===== src/rtl/env_follower_pkg.sv =====
// Shared types and constants for the env_follower envelope tracker.
// The sample rectifier lives here so any audio-side block can reuse it.
package env_follower_pkg;

   localparam int ENV_W = 8;
   localparam logic [ENV_W-1:0] MAG_MAX = 8'd254;

   typedef enum logic [1:0] {
      ST_IDLE = 2'd0,
      ST_ON   = 2'd1,
      ST_HOLD = 2'd2
   } gate_st_e;

   // |s| limited to 127, then doubled; -128 lands on MAG_MAX as well
   function automatic logic [ENV_W-1:0] rectify(input logic [ENV_W-1:0] s);
      logic [ENV_W-1:0] a;
      a = s[ENV_W-1] ? (~s + ENV_W'(1)) : s;
      if (a[ENV_W-1]) begin
         rectify = MAG_MAX;
      end else begin
         rectify = {a[ENV_W-2:0], 1'b0};
      end
   endfunction

endpackage


===== src/rtl/env_follower_if.sv =====
// Sample-side bus of env_follower: strobe, audio, slew/threshold controls and results.
interface env_follower_if;
   import env_follower_pkg::*;

   logic             ce;
   logic [ENV_W-1:0] sample;
   logic [ENV_W-1:0] ai;
   logic [ENV_W-1:0] ri;
   logic [ENV_W-1:0] thr_on;
   logic [ENV_W-1:0] thr_off;
   logic             peak_clr;
   logic [ENV_W-1:0] envelope;
   logic             gate;
   logic             trig;
   logic [ENV_W-1:0] peak;

   modport master (
      output ce, sample, ai, ri, thr_on, thr_off, peak_clr,
      input  envelope, gate, trig, peak
   );

   modport slave (
      input  ce, sample, ai, ri, thr_on, thr_off, peak_clr,
      output envelope, gate, trig, peak
   );

endinterface


===== src/rtl/env_slew.sv =====
// Rectifier plus saturating attack/release slew limiter; purely combinational.
// All arithmetic is done one bit wider so env never wraps.
module env_slew
   import env_follower_pkg::*;
(
   input  logic [ENV_W-1:0] sample,
   input  logic [ENV_W-1:0] env,
   input  logic [ENV_W-1:0] ai,
   input  logic [ENV_W-1:0] ri,
   output logic [ENV_W-1:0] env_next
);

   logic [ENV_W-1:0] mag_s;
   logic [ENV_W:0]   up_s;
   logic [ENV_W:0]   dn_s;

   always_comb begin
      mag_s    = rectify(sample);
      up_s     = {1'b0, env} + {1'b0, ai};
      dn_s     = {1'b0, env} - {1'b0, ri};
      env_next = env;
      if (mag_s > env) begin
         if ((ai == {ENV_W{1'b0}}) || (up_s > {1'b0, mag_s})) begin
            env_next = mag_s;
         end else begin
            env_next = up_s[ENV_W-1:0];
         end
      end else if (mag_s < env) begin
         // dn_s[ENV_W] set means env-ri went negative
         if ((ri == {ENV_W{1'b0}}) || dn_s[ENV_W] || (dn_s[ENV_W-1:0] < mag_s)) begin
            env_next = mag_s;
         end else begin
            env_next = dn_s[ENV_W-1:0];
         end
      end else begin
         env_next = env;
      end
   end

endmodule


===== src/rtl/env_follower.sv =====
// Envelope follower: slewed amplitude tracker with hysteretic gate, hold timer and trigger.
// Optional peak register is built only when ENV_FOLLOWER_PEAK_EN is defined.
module env_follower
   import env_follower_pkg::*;
#(
   parameter int HOLD_TICKS = 4
) (
   input  logic           clk,
   input  logic           rst_n,
   env_follower_if.slave  bus
);

   localparam int CNT_W = (HOLD_TICKS > 2) ? $clog2(HOLD_TICKS) : 1;
   localparam logic [CNT_W-1:0] HOLD_LOAD = CNT_W'((HOLD_TICKS > 0) ? HOLD_TICKS - 1 : 0);

   logic [ENV_W-1:0] env_q, env_d, env_next_s;
   gate_st_e         state_q, state_d;
   logic [CNT_W-1:0] cnt_q, cnt_d;
   logic             gate_q, gate_d;
   logic             trig_q, trig_d;

   env_slew u_slew (
      .sample   (bus.sample),
      .env      (env_q),
      .ai       (bus.ai),
      .ri       (bus.ri),
      .env_next (env_next_s)
   );

   // The FSM looks at env_q, i.e. the envelope before this tick's update
   always_comb begin
      env_d   = bus.ce ? env_next_s : env_q;
      state_d = state_q;
      cnt_d   = cnt_q;
      trig_d  = 1'b0;
      if (bus.ce) begin
         case (state_q)
            ST_IDLE: begin
               if (env_q >= bus.thr_on) begin
                  state_d = ST_ON;
                  trig_d  = 1'b1;
               end else begin
                  state_d = ST_IDLE;
               end
            end
            ST_ON: begin
               if (env_q < bus.thr_off) begin
                  state_d = ST_HOLD;
                  cnt_d   = HOLD_LOAD;
               end else begin
                  state_d = ST_ON;
               end
            end
            ST_HOLD: begin
               if (env_q >= bus.thr_on) begin
                  state_d = ST_ON;
               end else if ((cnt_q == {CNT_W{1'b0}}) && (env_q < bus.thr_off)) begin
                  state_d = ST_IDLE;
               end else if (cnt_q != {CNT_W{1'b0}}) begin
                  cnt_d = cnt_q - CNT_W'(1);
               end else begin
                  cnt_d = cnt_q;
               end
            end
            default: begin
               state_d = ST_IDLE;
               cnt_d   = {CNT_W{1'b0}};
            end
         endcase
      end else begin
         state_d = state_q;
      end
      gate_d = (state_d != ST_IDLE);
   end

   always_ff @(posedge clk or negedge rst_n) begin
      if (!rst_n) begin
         env_q   <= {ENV_W{1'b0}};
         state_q <= ST_IDLE;
         cnt_q   <= {CNT_W{1'b0}};
         gate_q  <= 1'b0;
         trig_q  <= 1'b0;
      end else begin
         env_q   <= env_d;
         state_q <= state_d;
         cnt_q   <= cnt_d;
         gate_q  <= gate_d;
         trig_q  <= trig_d;
      end
   end

   assign bus.envelope = env_q;
   assign bus.gate     = gate_q;
   assign bus.trig     = trig_q;

`ifdef ENV_FOLLOWER_PEAK_EN
   logic [ENV_W-1:0] peak_q;

   // Clear wins over a capture in the same cycle
   always_ff @(posedge clk or negedge rst_n) begin
      if (!rst_n) begin
         peak_q <= {ENV_W{1'b0}};
      end else if (bus.peak_clr) begin
         peak_q <= {ENV_W{1'b0}};
      end else if (bus.ce && (env_next_s > peak_q)) begin
         peak_q <= env_next_s;
      end else begin
         peak_q <= peak_q;
      end
   end

   assign bus.peak = peak_q;
`else
   logic unused_peak_clr_s;
   assign unused_peak_clr_s = bus.peak_clr;
   assign bus.peak          = {ENV_W{1'b0}};
`endif

endmodule

===== src/flat_wrapper.sv =====
// flat-port wrapper written by rule: the top's interface ports become plain ports
module env_follower_flat import env_follower_pkg::*;
#(
   parameter int HOLD_TICKS = 4
)
  (clk, rst_n, bus_ce, bus_sample, bus_ai, bus_ri, bus_thr_on, bus_thr_off, bus_peak_clr, bus_envelope, bus_gate, bus_trig, bus_peak);
  env_follower_if bus_i ();
  input  logic clk;
  input  logic rst_n;
  input wire logic [$bits(bus_i.ce)-1:0] bus_ce;
  input wire logic [$bits(bus_i.sample)-1:0] bus_sample;
  input wire logic [$bits(bus_i.ai)-1:0] bus_ai;
  input wire logic [$bits(bus_i.ri)-1:0] bus_ri;
  input wire logic [$bits(bus_i.thr_on)-1:0] bus_thr_on;
  input wire logic [$bits(bus_i.thr_off)-1:0] bus_thr_off;
  input wire logic [$bits(bus_i.peak_clr)-1:0] bus_peak_clr;
  output wire logic [$bits(bus_i.envelope)-1:0] bus_envelope;
  output wire logic [$bits(bus_i.gate)-1:0] bus_gate;
  output wire logic [$bits(bus_i.trig)-1:0] bus_trig;
  output wire logic [$bits(bus_i.peak)-1:0] bus_peak;
  assign bus_i.ce = bus_ce;
  assign bus_i.sample = bus_sample;
  assign bus_i.ai = bus_ai;
  assign bus_i.ri = bus_ri;
  assign bus_i.thr_on = bus_thr_on;
  assign bus_i.thr_off = bus_thr_off;
  assign bus_i.peak_clr = bus_peak_clr;
  assign bus_envelope = bus_i.envelope;
  assign bus_gate = bus_i.gate;
  assign bus_trig = bus_i.trig;
  assign bus_peak = bus_i.peak;
  env_follower #(.HOLD_TICKS(HOLD_TICKS)) u_core (.clk(clk), .rst_n(rst_n), .bus(bus_i));
endmodule

===== config.mk =====
export PLATFORM = sky130hd
export DESIGN_NAME = env_follower_flat
export DESIGN_NICKNAME = d
export VERILOG_FILES = /design/src/rtl/env_follower_pkg.sv /design/src/rtl/env_follower_if.sv /design/src/rtl/env_slew.sv /design/src/rtl/env_follower.sv /design/src/flat_wrapper.sv
export SDC_FILE = /design/constraint.sdc
export NUM_CORES = 1
export LEC_CHECK = 0
export ABC_AREA = 1
export ABC_CLOCK_PERIOD_IN_PS = 4700
export BUFFER_PORTS_ARGS = -buffer_cell sky130_fd_sc_hd__clkbuf_2
export CORE_ASPECT_RATIO = 0.5
export CORE_MARGIN = 2
export CORE_UTILIZATION = 50
export DETAILED_ROUTE_END_ITERATION = 8
export HOLD_SLACK_MARGIN = 0.08
export PLACE_DENSITY = 0.74
export SYNTH_ARGS = -nofsm -noshare
export SYNTH_HDL_FRONTEND = slang
export SYNTH_HIERARCHICAL = 1
export SYNTH_SLANG_ARGS = --single-unit

===== constraint.sdc =====
create_clock -name clk -period 4.7 [get_ports clk]
set_clock_uncertainty 0.1 [all_clocks]
set_input_delay 0.235 -clock clk [delete_from_list [all_inputs] [get_ports clk]]
set_output_delay 0.235 -clock clk [all_outputs]
set_load 0.005 [all_outputs]

==> results.cfg, run 1 <==
[worst_setup_path]
end_kind = register
rr_worst_depth = 20
cp_common_cell = nand2_1
cp.required_ps = 4740
cp.buffers_inverters = 1
crit_arrival_ps = 3540
slowest_delay_ps = 600
r2r_start = u_core/bus.envelope[1]
start_kind = register
reg2reg_slack_ps = 1200
reg2reg_to = u_core/bus.envelope[6]
cp_max_fo = 10
path_cells = fa_1, nand3_1, nand2_1, xor2_1, inv_1, ha_1, a21oi_1, nand2_1, nand2_1, nand2_1, nand2_1, nand2_1, nand2_1, nand3_2, nand2_1, nand2_1, nand2_1, nand3_1, nand2_1, nand2_1
cp_top_family = simple AND/OR/NAND/NOR gates
critical-path-slowest-cell = dfrtp_1
crit_type = reg2reg

[drt]
first_pass_iters = 5
remaining_drc_errors = 0
wire_per_inst_um = 12.2
vias = 3022
drtIter0Drc = 166
drt_wl_total_mm = 7.36
vias_per_cell = 5.00
ant_nets = 0

[floorplan]
initial_core_util_pct = 53.3
rows = 19
pin_count = 62
die_area_mm2 = 0.00671
die_y_um = 58.9
core_mm2 = 0.00566
fp.dieW_um = 114

[pwr]
leakagePower_nw = 2.14
power_density_mw_per_mm2 = 631
irDropWorstVdd_v = 0.000390

[cells_and_area]
final_cell_mix = nand2_1, inv_1, ha_1
nNetsFinal = 635
syn2layout_area_growth_pct = 13.2
mostFrequentLayoutCell = nand2_1
antenna_cells = 0
post-route-util_pct = 60.4
nFillCells = 589
drive_above_1_share_pct = 14.7

[synthesis]
synth-seq-cells = 14
synth_compound_gate_area_share_pct = 9.16
synth_adder_area_share_pct = 25.0
yosys_warnings = 6
synthCells = 478
synth_xor_area_share_pct = 3.48
muxShareOfSynthArea_pct = 0
synth-simple-area-share_pct = 35.5
ys_seq_area_share_pct = 11.6
synth_cell_types = 37
syn_area_per_cell_um2 = 6.31
synth_top_family_by_area = simple AND/OR/NAND/NOR gates
netlist_area_mm2 = 0.00302

[global_routing]
grt_pass1_wl_mm = 12.5
antenna_found_initial = 0
grtUsageTotal_pct = 23.3
grt_max_degree = 15
grt_pass1_vias = 2750
gr-total-overflow = 0

[clocking]
worstSkewPairLatency_ps = 240
hold_buffers = 1
ctsRootBufferMaster = clkbuf_16
cts.sinks = 14
cts_made_buffers = 3
cts-resized-gates = 0
post_cts_buffers = 0
cts_tree = yes
clkTransAtPathRegs_ps = 50
ctsLongestPathBuffers = 2
htreeDepth = 1

[timing]
slew_headroom_pct = 46.9
fin_crit_sh_pct = 74.5
max_clock_freq_mhz = 286
setup_tns_ps = 0
finalSetupViolCount = 0
rsz0062_at_grt = no
period_minus_slack_ps = 3500
hold_viol = 0
hold_ws_ps = 248
maxSlewViolCount = 0
worstMarginPinSlew_ps = 790

[min_path]
min_path_cells = 3
min_to = u_core/bus.envelope[7]
hold_start = bus_ce
min_path_type = in2reg

[place]
port_buffers = 52
dp_hpwl_mm = 5.93
gp_congestion = 0.891

[status]
status = finished, final reports clean

[job]
max_cap_viol_count = 0
## flip-flops by register name, indices dropped and copies added, names as in the netlist
| register | count |
|---|---|
| u_core/bus.gate | 1 |
| u_core/bus.trig | 1 |
| u_core/cnt_q | 2 |
| u_core/bus.envelope | 8 |
| u_core/state_q | 2 |
## power breakdown
part	switching, mW	total, mW	internal [mW]
clock	0.0496	0.179	0.129
combinational	1.04	1.68	0.638
sequential	0.126	0.301	0.175
## synthesized netlist by cell type (all sizes together)
| cell type | number | area [um^2] |
|---|---|---|
| nor2 | 23 | 101 |
| o21a | 2 | 15.0 |
| a21oi | 23 | 123 |
| nor4 | 4 | 25.0 |
| o211ai | 2 | 20.0 |
| o21bai | 3 | 22.5 |
| conb | 1 | 3.75 |
| o21ai | 10 | 53.8 |
| fa | 2 | 40.0 |
| dfrtp | 14 | 350 |
| xor2 | 12 | 105 |
| nor3 | 3 | 15.0 |
| nand3 | 49 | 268 |
| nand2 | 143 | 567 |
| a22oi | 1 | 21.3 |
| buf | 9 | 71.3 |
| a31oi | 1 | 6.26 |
| a211oi | 1 | 7.51 |
| nand4 | 13 | 87.6 |
| ha | 57 | 713 |
| clkbuf | 2 | 7.51 |
| nand3b | 1 | 7.51 |
| inv | 101 | 379 |
| o31ai | 1 | 7.51 |
## per-layer routing
layer  track usage, %  share of wire (%)  vias up
li1                 -                  -     1624
met1             34.6                 53     1317
met2             38.8                 42       79
met3             1.96                4.9        2
met4             2.44               0.16        0
met5                0                  0        -
## per-stage QoR
step	std cells	instance area [um^2]	power [mW]	worst slack, ps
floorplan	485	3040	1.55	1680
global placement	599	3320	1.93	1300
detailed placement	599	3320	1.95	1270
CTS	604	3420	2.14	1260
global route	604	3420	2.45	932
finish	604	3420	2.15	1200
## cells by family after synthesis
group	Yosys count
AND/OR/NAND/NOR	236
buffers and inverters	112
adder cells (fa/ha/maj)	59
AO/OA/AOI/OAI	44
flip-flops	14
XOR/XNOR	12
other	1
## worst max path at each step
| stage | start | end | slack (ps) | cells after the start |
|---|---|---|---|---|
| 2_1_floorplan | u_core/bus.envelope[0] | u_core/bus.envelope[7] | 1680 | 20 |
| 3_3_place_gp | u_core/bus.envelope[1] | u_core/bus.envelope[6] | 1300 | 20 |
| 3_5_place_dp | u_core/bus.envelope[1] | u_core/bus.envelope[6] | 1270 | 20 |
| 4_1_cts | u_core/bus.envelope[1] | u_core/bus.envelope[6] | 1260 | 20 |
| 5_1_grt | u_core/bus.envelope[3] | u_core/bus.envelope[6] | 930 | 22 |
| 6_report | u_core/bus.envelope[1] | u_core/bus.envelope[6] | 1200 | 20 |
## layout make-up
cell class / count / area, um^2 / area share, %
Multi-Input combinational cell: 359 / 2240 / 65.5
Inverter: 101 / 379 / 11.1
Sequential cell: 14 / 350 / 10.3
Timing Repair Buffer: 53 / 270 / 7.91
Tap cell: 73 / 91.3 / 2.67
Clock buffer: 4 / 88.8 / 2.60
## worst min-delay path, stage by stage
cell	delay, ps
clkbuf_2	180
nand2_1	100
nand2_1	50
Power figures use the tool's default switching activity.
==> run 2, diff against run 1 <==
ABC_CLOCK_PERIOD_IN_PS = 3100   (was 4700)
PLACE_DENSITY = 0.77   (was 0.74)
clock period = 3.1 ns   (was 4.7 ns; I/O delays follow)
==> run 2 against run 1 <==
The flow now finishes with violations (setup timing). Final area rose by 18%. Worst setup slack got worse by 1300 ps. Critical endpoint is now u_core/bus.envelope[4]. Highest routed layer unchanged. Largest power group unchanged. Clock power up 55%. Clock-buffer cell count unchanged. Critical path type unchanged. Maximum frequency rose by 11%. Wire length is 23% higher. First-iteration DRC count grew 95%.
==> results.cfg, run 2 (synthesis results as in run 1) <==
[status]
status = finished with violations
failed_checks = setup timing

[worst_setup_path]
cp_max_fo = 6
rr_worst_depth = 20
critical-path-slowest-cell = dfrtp_2
crit_type = reg2reg
cp.required_ps = 3130
cp_common_cell = nand2_1
cp.buffers_inverters = 3
start_kind = register
end_kind = register
path_cells = buf_4, ha_4, nand3_1, nand3_2, nand3_1, nand2_1, nand2_1, nand2_1, inv_1, ha_1, nand2_1, nor2_1, nand4_1, nand2_2, buf_6, nand4_1, nand3_1, nand3_1, nand2_1, nand2_1
slowest_delay_ps = 470
crit_arrival_ps = 3190
cp_top_family = simple AND/OR/NAND/NOR gates
cp_num_cells = 20

[global_routing]
antenna_found_initial = 0
grt_pass1_wl_mm = 13.5
grt_pass1_vias = 2950
grtUsageTotal_pct = 25.1
grt_max_degree = 15
gr-total-overflow = 0

[drt]
first_pass_iters = 5
drt_wl_total_mm = 9.02
ant_nets = 0
remaining_drc_errors = 0
wire_per_inst_um = 14.1
vias = 3390
drtIter0Drc = 323
vias_per_cell = 5.30

[floorplan]
rows = 19
fp.dieW_um = 114
core_mm2 = 0.00566
die_area_mm2 = 0.00671
initial_core_util_pct = 53.3
die_y_um = 58.9
pin_count = 62

[clocking]
ctsLongestPathBuffers = 2
htreeDepth = 1
cts.sinks = 14
cts_tree = yes
cts_made_buffers = 3
worstSkewPairLatency_ps = 250
clkTransAtPathRegs_ps = 50
ctsRootBufferMaster = clkbuf_16

[pwr]
power.internal_mw = 1.99
swShare_pct = 53.7
clkPwrFrac_pct = 6.4
irDropWorstVdd_v = 0.000594
power_density_mw_per_mm2 = 1070
p_comb_share_pct = 83.9
power_mw = 4.30
p_sw_mw = 2.31
seqPwrFrac_pct = 9.6
leakagePower_nw = 2.37

[cells_and_area]
antenna_cells = 0
multi_input_area_mm2 = 0.00255
final_cell_mix = nand2_1, inv_1, clkbuf_2
nFillCells = 430
nNetsFinal = 671
design_area_mm2 = 0.00402
seq_area_um2 = 357
drive_above_1_share_pct = 30.0
mostFrequentLayoutCell = nand2_1
syn2layout_area_growth_pct = 33.2
largest_reg_flops = 8

[timing]
period_minus_slack_ps = 3150
setup_tns_ps = -115
hold_ws_ps = 171
worstMarginPinSlew_ps = 493
slew_headroom_pct = 66.8
maxSlewViolCount = 0
setup_ws_ps = -51.1
max_clock_freq_mhz = 317
finalSetupViolCount = 5
fin_crit_sh_pct = 102
hold_viol = 0
rsz0062_at_grt = yes

[place]
place_area_mm2 = 0.00354
dp_hpwl_mm = 6.50
port_buffers = 52
gp_congestion = 0.935

[min_path]
min_path_cells = 3
min_path_type = in2reg

[job]
max_cap_viol_count = 0
[run 2: cell count changes in the layout (fill, tap and decap cells not counted), moves of 6 or more]
cell / before / now
nand2_2: 6 / 12
nand3_1: 46 / 31
nand3_2: 2 / 16
ha_1: 57 / 46
ha_4: 0 / 10
nand2_1: 135 / 127
buf_4: 0 / 34
[run 2: worst paths after layout]
check	start	to	slack, ps
min reg2reg	u_core/cnt_q[1]	u_core/cnt_q[1]	440
min	bus_ce	u_core/bus.envelope[3]	170
max reg2reg	u_core/bus.envelope[1]	u_core/bus.envelope[4]	-50
max	u_core/bus.envelope[1]	u_core/bus.envelope[4]	-50
min in group asynchronous	rst_n	u_core/bus.trig	250
max in group asynchronous	rst_n	u_core/bus.envelope[0]	2350
[run 2: power by group through the flow]
stage               sequential (mW)  clock [mW]  combinational (mW)
floorplan                     0.383           0                1.96
global placement              0.393           0                2.83
detailed placement            0.392           0                2.89
CTS                           0.400       0.282                3.02
global route                  0.419       0.287                4.01
finish                        0.414       0.277                3.61
[run 2: worst register-to-register path: stages (launching register included)]
cell and delay [ps]:
dfrtp_2 470, buf_4 180, ha_4 260, nand3_1 90
nand3_2 120, nand3_1 130, nand2_1 120, nand2_1 60
nand2_1 110, inv_1 50, ha_1 320, nand2_1 70
nor2_1 100, nand4_1 110, nand2_2 150, buf_6 120
nand4_1 120, nand3_1 130, nand3_1 80, nand2_1 80
nand2_1 60
[run 2: final cells by class]
class                   instances  share of cell area (%)
inverters                     101                    9.49
well taps                      73                    2.27
clock buffers                   4                    2.21
multi-input cells             359                    63.5
repair buffers                 89                    13.6
flip-flops and latches         14                    8.87
[run 2: metrics by stage]
step	util (%)	setup WS [ps]	instances
6_report	71.1	-51.1	640
3_5_place_dp	62.6	-114	629
3_3_place_gp	62.6	-102	629
4_1_cts	66.2	-11.7	635
5_1_grt	71.1	-219	640
2_1_floorplan	-	76.7	485
[run 2: timing repair]
action,in CTS,in global routing
gates cloned,0,0
hold buffers,1,0
hold endpoints to repair,14,0
pin swaps,10,18
setup buffers,1,5
setup endpoints to repair,8,8
resized for setup,22,46
[run 2: metal layers]
layer | GRT usage (%) | vias up | part of all wire [%]
met1 | 34.1 | 1514 | 44
met2 | 42.3 | 155 | 46
met4 | 5.40 | 0 | 1.9
met5 | 0 | - | 0
li1 | - | 1695 | -
met3 | 5.05 | 26 | 7.6
